`src/rtl/keypad_scanner.sv`:
```
// 4x4 matrix keypad scanner: walks active-low column drives, samples synchronized
// active-low rows, debounces whole-matrix scans and emits one-cycle key events.
module keypad_scanner #(
  parameter int unsigned SCAN_DIV       = 1000,
  parameter int unsigned DEBOUNCE_SCANS = 3
) (
  input  logic       CLK,
  input  logic       RST,
  input  logic [3:0] ROW,
  output logic [3:0] COL,
  output logic [3:0] KEY_CODE,
  output logic       KEY_VALID,
  output logic       KEY_HELD
);

  localparam int unsigned DW = (SCAN_DIV > 2) ? $clog2(SCAN_DIV) : 1;
  localparam logic [DW-1:0] DWELL_LAST = DW'(SCAN_DIV - 1);
  localparam logic [3:0] DEB_TARGET = 4'(DEBOUNCE_SCANS);

  typedef enum logic [1:0] {
    IDLE,
    PRESS_DEB,
    HELD,
    RELEASE_DEB
  } state_t;

  logic [DW-1:0] dwell;
  logic [1:0]    col_idx;
  logic [1:0]    next_idx;
  logic [3:0]    row_meta;
  logic [3:0]    row_sync;
  logic [15:0]   snapshot;
  logic [15:0]   snap_next;
  logic          sample;
  logic          eos;

  logic [4:0]    bit_cnt;
  logic [3:0]    hit_code;
  logic          is_none;
  logic          is_single;

  state_t        state;
  logic [3:0]    cand;
  logic [3:0]    cnt;
  logic [3:0]    cnt_inc;

  // Classification sees the snapshot including the column being latched this edge,
  // so the EOS decision covers the full scan that just completed.
  always_comb begin
    sample    = (dwell == DWELL_LAST);
    eos       = sample && (col_idx == 2'd3);
    next_idx  = col_idx + 2'd1;
    snap_next = snapshot;
    if (sample) begin
      snap_next[{col_idx, 2'b00} +: 4] = ~row_sync;
    end
  end

  always_comb begin
    bit_cnt  = '0;
    hit_code = '0;
    for (int unsigned i = 0; i < 16; i++) begin
      if (snap_next[i]) begin
        bit_cnt  = bit_cnt + 5'd1;
        hit_code = 4'(i);
      end
    end
    is_none   = (bit_cnt == 5'd0);
    is_single = (bit_cnt == 5'd1);
    cnt_inc   = (cnt == 4'hF) ? cnt : cnt + 4'd1;
  end

  always_ff @(posedge CLK) begin
    if (RST) begin
      row_meta <= '1;
      row_sync <= '1;
      dwell    <= '0;
      col_idx  <= '0;
      COL      <= 4'b1110;
      snapshot <= '0;
    end else begin
      row_meta <= ROW;
      row_sync <= row_meta;
      if (sample) begin
        dwell    <= '0;
        col_idx  <= next_idx;
        COL      <= ~(4'b0001 << next_idx);
        snapshot <= snap_next;
      end else begin
        dwell <= dwell + DW'(1);
      end
    end
  end

  always_ff @(posedge CLK) begin
    if (RST) begin
      state     <= IDLE;
      cand      <= '0;
      cnt       <= '0;
      KEY_CODE  <= '0;
      KEY_VALID <= 1'b0;
      KEY_HELD  <= 1'b0;
    end else begin
      KEY_VALID <= 1'b0;
      if (eos) begin
        unique case (state)
          IDLE: begin
            if (is_single) begin
              state <= PRESS_DEB;
              cand  <= hit_code;
              cnt   <= 4'd1;
            end
          end
          PRESS_DEB: begin
            if (is_single && (hit_code == cand)) begin
              cnt <= cnt_inc;
              if (cnt_inc == DEB_TARGET) begin
                KEY_CODE  <= cand;
                KEY_VALID <= 1'b1;
                KEY_HELD  <= 1'b1;
                state     <= HELD;
              end
            end else if (is_single) begin
              cand <= hit_code;
              cnt  <= 4'd1;
            end else begin
              state <= IDLE;
              cnt   <= '0;
            end
          end
          HELD: begin
            if (is_none) begin
              state <= RELEASE_DEB;
              cnt   <= 4'd1;
            end
          end
          RELEASE_DEB: begin
            if (is_none) begin
              cnt <= cnt_inc;
              if (cnt_inc == DEB_TARGET) begin
                state    <= IDLE;
                KEY_HELD <= 1'b0;
              end
            end else begin
              state <= HELD;
            end
          end
          default: state <= IDLE;
        endcase
      end
    end
  end

endmodule

```
`config.mk`:
```
export PLATFORM = sky130hd
export DESIGN_NAME = keypad_scanner
export DESIGN_NICKNAME = d
export VERILOG_FILES = /design/src/rtl/keypad_scanner.sv
export SDC_FILE = /design/constraint.sdc
export NUM_CORES = 1
export LEC_CHECK = 0
export BUFFER_PORTS_ARGS = -buffer_cell sky130_fd_sc_hd__buf_2
export CAP_MARGIN = 20
export CELL_PAD_IN_SITES_DETAIL_PLACEMENT = 1
export CELL_PAD_IN_SITES_GLOBAL_PLACEMENT = 2
export CORE_MARGIN = 2
export CORE_UTILIZATION = 35
export DETAILED_ROUTE_END_ITERATION = 10
export PLACE_DENSITY = 0.76
export SLEW_MARGIN = 20
export SYNTH_ARGS = -nofsm -noshare
export SYNTH_HDL_FRONTEND = slang
export SYNTH_SLANG_ARGS = --single-unit
```
`constraint.sdc`:
```
create_clock -name CLK -period 11.9 [get_ports CLK]
set_input_delay 1.19 -clock CLK [delete_from_list [all_inputs] [get_ports CLK]]
set_output_delay 1.19 -clock CLK [all_outputs]
set_load 0.01 [all_outputs]
```
Yosys cells after proc, flatten, opt, wreduce, memory -nomap -nowiden. Cells that the tools add are included.

Flip-flop bits (word level): 56. Input bits: 6. Word-level logic and storage cells: 128.

$add $sub $neg: 19. Equality and inequality tests: 19. Shifts and indexed selects: 3. Muxes and demuxes: 57. Bitwise operators: 5. Reductions and logical operators: 13.

Operators with widths (number): $mux W4 (21); $add A5 B1 Y5 const B (15); $mux W5 (15); $bwmux W16 (1); $mux W16 (1); $pmux W4 S4 (1); $shift A4 B6 Y16 const A (1); $shiftx A4 B6 Y16 (1); $mux W2 (7); $ne A2 B2 Y1 const B (7); $reduce_and A6 Y1 (2); $add A10 B1 Y10 const B (1); $eq A10 B10 Y1 const B (1); $ne A3 B3 Y1 const B (3); $mux W1 (8); $not A4 Y4 (2); $pmux W2 S4 (1); $pmux W4 S2 (1); $reduce_and A4 Y1 (2); $eq A2 B2 Y1 const B (3); $neg A4 Y6 (1); $eq A5 B1 Y1 const B (1); $logic_not A5 Y1 (1); $add A4 B1 Y4 const B (1); 14 further kinds (18).

Depth between registers and ports, before layout.
Word-level depth: 39. Depth in mapped cells: 57. Depth with buffers taken out: 55.

Worst setup path before layout. OpenSTA, ideal clock, no wires.

Path type: register -> register. From: reg col_idx[0]. To: reg cand[0]. Data arrival time: 11310 ps. Required time: 11772 ps. Slack: 463 ps. Cell stages (with the launch flop): 58. Path buffers: 3. Clock period less this slack: 11437 ps. Cells stage by stage: dfxtp_1 > buf_2 > inv_1 > ha_1 > clkbuf_1 > nor4_1 > a21oi_1 > ha_1 > clkbuf_1 > nor2b_1 > o21ai_0 > nand2_1 > ha_1 > nor4_1 > mux2i_1 > o21a_1 > ha_1 > mux2_2 > (+22 left out) > nand2b_1 > nand2_1 > ha_1 > nor2_1 > a31oi_1 > ha_1 > mux2_2 > ha_1 > nor2_1 > nand2_1 > a211o_1 > nand3_1 > a21boi_0 > mux2_2 > nand3_2 > a2111oi_4 > mux2i_1 > nor2_1.

Cells in the longest elaborated chain, start to end: 39. Elaborated cells on any way between the ends: 61.

Ends and longest elaborated chain: from (decl) (RTL line 28) `logic [1:0] col_idx;`; from (signal assigned) (RTL line 86) `col_idx <= next_idx;`; $neg A4 Y6 (RTL line 55) `snap_next[{col_idx, 2'b00} +: 4] = ~row_sync;`; $shiftx A4 B6 Y16 or $shift A4 B6 Y16 (tied branches) (RTL line 55); $bwmux W16 (RTL line 55); $mux W16 (RTL line 54) `if (sample) begin`; $mux W1 (RTL line 63) `if (snap_next[i]) begin`; $add A5 B1 Y5 (RTL line 64) `bit_cnt = bit_cnt + 5'd1;`; $mux W5 (RTL line 63); $add A5 B1 Y5 (RTL line 64); (+23 left out); $add A5 B1 Y5 (RTL line 64); $mux W5 (RTL line 63); $add A5 B1 Y5 (RTL line 64); $mux W5 (RTL line 63); $eq A5 B1 Y1 (RTL line 69) `is_single = (bit_cnt == 5'd1);`; $mux W4 or $logic_and A1 B1 Y1 (tied branches) (RTL line 108, 123, 115); $mux W4 or $ne A2 B2 Y1 (tied branches); $pmux W4 S2 or $reduce_and A3 Y1 (tied branches); to (signal assigned) (RTL line 110) `cand <= hit_code;`; to (signal assigned) (RTL line 124) `cand <= hit_code;`; to (decl) (RTL line 43) `logic [3:0] cand;`.

Parallel ways exist; a longest one is shown, timed or not. The select of a mux whose other input is x is not followed. A chain may end at the register's enable or synchronous reset.

Worst setup path in the final report.
From: reg dwell[0]. To: reg cand[0].

Cells in the longest elaborated chain, start to end: 37. Elaborated cells on any way between the ends: 57.

Ends and longest elaborated chain: from (decl) (RTL line 27) `logic [DW-1:0] dwell;`; from (signal assigned) (RTL line 90) `dwell <= dwell + DW'(1);`; $eq A10 B10 Y1 (*) (RTL line 50) `sample = (dwell == DWELL_LAST);`; $mux W16 (RTL line 54); $mux W1 (RTL line 63); $add A5 B1 Y5 (RTL line 64); $mux W5 (RTL line 63); $add A5 B1 Y5 (RTL line 64); $mux W5 (RTL line 63); $add A5 B1 Y5 (RTL line 64); (+21 left out); $add A5 B1 Y5 (RTL line 64); $mux W5 (RTL line 63); $add A5 B1 Y5 (RTL line 64); $mux W5 (RTL line 63); $eq A5 B1 Y1 (RTL line 69); $mux W4 or $logic_and A1 B1 Y1 (tied branches) (RTL line 108, 123, 115); $mux W4 or $ne A2 B2 Y1 (tied branches); $pmux W4 S2 or $reduce_and A3 Y1 (tied branches).

Mark *: on every way between the ends. The rest lies on a longest branch, timed or not. The select of a mux whose other input is x is not followed.

==> Flow_metrics.wiki <==
{| class="wikitable"
! Metric !! Value
|-
| Run status || completed
|-
| # port buffers || 15
|-
| Number of global-route vias before repair || 4199
|-
| Total number of H-tree levels || 2
|-
| Deepest clock path buffer count || 2
|-
| Endpoint kind of the worst setup timing path || flop
|-
| Placed cell areas || roughly 5000 sq um
|-
| Core region area || roughly 13000 sq um
|-
| Residual overflow from global routing || 0
|-
| Fraction of final layout cells with drive strength greater than 1 || between 10% and 20%
|-
| Peak per-stage delay on the critical path || 0.39 ns
|-
| Distinct cells, synth || between 80 and 90
|-
| Routed len/inst || between 15 and 20 microns
|-
| Number of remaining DRC errors || 0
|-
| Maximum fanout along the worst path || 6
|-
| Worst-Skew Late Latency || about 0.3 ns
|-
| Number of buffers created by CTS || 5
|-
| Sequential cell area fraction in the yosys report || approximately a quarter
|-
| Leakage power || between 2 and 2.5 nW
|-
| Number of iterations in the first detailed-routing pass || 5
|-
| Mapped cell area || between 4000 and 5000 sq um
|-
| Slowest cell on the critical path || ha_1
|-
| Commonest non-fill, non-tap cell in the layout || nor2_1
|-
| Yosys reg bits || 56
|-
| DR iter-0 viols || 154
|-
| Fraction of registers with async set/reset || 0%
|-
| Post-Synthesis Cells || between 500 and 600
|-
| Placed cell count || roughly 750
|-
| Die area || between 10000 and 15000 sq um
|-
| Max-slew violations || 0
|-
| Worst endpoint data arrival time || 11.41 ns
|-
| Pin count of the biggest net entering global routing || 49
|-
| Syn Nets || slightly below 600
|-
| Number of enable-type register cells in the synthesized netlist || 0
|-
| Floorplan row count || 42
|-
| Highest clock rate || 88.8 MHz
|-
| Most common cell type on the critical path || ha_1
|-
| Worst ir drop on vdd || roughly 99 uV
|-
| Effective utilization at floorplan || ~36%
|-
| Power Density || ~66 nW/um^2
|-
| Clock slew seen by the registers of the worst setup and hold paths || roughly 0.070 ns
|-
| Relative slew margins || approximately 43%
|-
| Class of the worst hold path || flop to flop
|-
| Setup Viol. Count Final || 0
|-
| Kind of launch point of the worst setup path || flop
|-
| Total vias in the final route || 4190
|-
| Reg-to-reg setup timing slack || approximately 0.64 ns
|-
| Clock sink count || 56
|-
| Quantity of hold-fixing buffers added after cts || 0
|-
| Number of routed nets with antenna violations || 0
|-
| Critical Path RT || around 12 ns
|-
| Net count of the finished layout || about 600
|-
| I/O pin count || 16
|-
| Vertical extent of the die || around 120 microns
|-
| Most used flip-flop cell after synthesis || dfxtp_1
|-
| Routability cong. || between 0.8 and 0.9
|-
| Mean cell area of the mapped netlist || 8.28 sq um
|-
| Initial antenna violation count || 0
|-
| Post-route cell area || approximately 5300 sq um
|-
| Period utilisation layout || 94.6%
|-
| First-pass GRT wire length || approximately 21000 microns
|-
| Period minus WS final || 11.26 ns
|-
| Detailed Place HPWL || around 9600 microns
|-
| Final clock skew || between 0.01 and 0.015 ns
|-
| Via-to-Cell Ratio || roughly 5.5
|-
| Die width || 120 microns
|-
| Commonest cells after routing, fill and taps aside || nor2_1 (73), dfxtp_1 (54), nand2_1 (43), xnor2_1 (32), mux2i_1 (25)
|-
| Aggregate routed wire length || ~12000 microns
|-
| Clk root buf || clkbuf_16
|-
| Diodes inserted || 0
|-
| Final hold vios || 0
|-
| Count of filler cells inserted in the layout || approximately 1600
|-
| Worst-margin pin slew || approximately 0.85 ns
|-
| Crit Path Category || flop to flop
|-
| Max-capacitance violation count || 0
|-
| CTS tree || done
|-
| Finished Layout Cells || 761
|-
| Area growth from synthesis to layout || 12.9%
|-
| Yosys warns || 0
|-
| Global-route usage over all layers || 17.7%
|}
## timing repair
item,in CTS,in global routing
gates resized for setup,3,32
setup buffers,0,7
pin swaps,1,7
endpoints found under the setup margin,11,16
## worst max-delay path, delay by kind of cell (launching register included)
| family | cells | cell delay (ns) |
|---|---|---|
| AOI/OAI and AO/OA | 11 | 2.07 |
| adders and majority gates | 15 | 4.14 |
| DFF | 1 | 0.36 |
| and+or+nand+nor | 19 | 2.20 |
| buffers and inverters | 1 | 0.19 |
| muxes | 9 | 2.15 |
## cells in the mapped netlist, drive strengths merged (15+ instances only)
cell	n	area share, %
dfxtp	56	24
ha	20	5.3
nor2	75	6.0
nand2	45	3.6
nor3	16	1.9
o21ai	20	2.1
nand3	20	2.3
a21oi	24	2.6
xor2	18	3.5
mux2i	29	6.3
mux2	17	4.1
clkbuf	15	1.2
xnor2	34	6.6
## area by class of cell
type	instances	area, sq um	area share [%]
Timing Repair Buffer	31	195	3.66
Inverter	8	30.0	0.564
Sequential cell	56	1120	21.1
Clock inverter	2	13.8	0.258
Clock buffer	6	129	2.42
Multi-Input combinational cell	482	3620	67.9
Tap cell	176	220	4.13
## flip-flops by register name (all words and copies together) (netlist names), 2 cells and up
register,cells
snapshot,16
dwell,10
COL,4
KEY_CODE,4
cand,4
cnt,4
row_meta,4
row_sync,4
col_idx,2
state,2
## routing by layer
metal | vias up | wire length, microns | global-route usage (%)
li1 | 2094 | - | -
met1 | 2048 | 6080 | 24.5
met2 | 40 | 6090 | 30.3
met3 | 8 | 241 | 1.71
met4 | 0 | 81 | 2.72
met5 | - | 0 | 0
## per-stage QoR
stage	hold WS (ns)	total power, W	setup slack [ns]	utilization, %	TNS, ns
global route	0.446	0.000366	-0.0771	40.4	-0.208
finish	0.417	0.000350	0.638	40.4	0
floorplan	0.389	0.000202	0.463	-	0
detailed placement	0.403	0.000206	-0.228	37.7	-1.16
global placement	0.397	0.000205	0.177	37.7	0
CTS	0.421	0.000356	0.00143	38.8	0
## power by group
part            total [W]  switching [W]  internal [W]  leakage, nW
Clock            0.000149      0.0000701     0.0000788       0.0712
Sequential       0.000192     0.00000261      0.000189        0.454
Combinational  0.00000926     0.00000545    0.00000381         1.56
Total            0.000350      0.0000782      0.000272         2.09
## worst paths after layout
path	start	end	depth (start not counted)
setup / recovery	dwell[0]$_SDFF_PP0_	cand[0]$_SDFFE_PP0P_	55
hold / removal	row_meta[3]$_SDFF_PP1_	row_sync[3]$_SDFF_PP1_	1
setup reg to reg	dwell[0]$_SDFF_PP0_	cand[0]$_SDFFE_PP0P_	55
hold reg to reg	row_meta[3]$_SDFF_PP1_	row_sync[3]$_SDFF_PP1_	1
## logic make-up after synthesis
family	share of synthesized area, %
xor+xnor	13.6
compound gates	16.7
buf+inv	3.00
flops	23.8
simple gates	26.8
mux	10.4
fa+ha+maj	5.73
(Power assumes the default switching activity.)
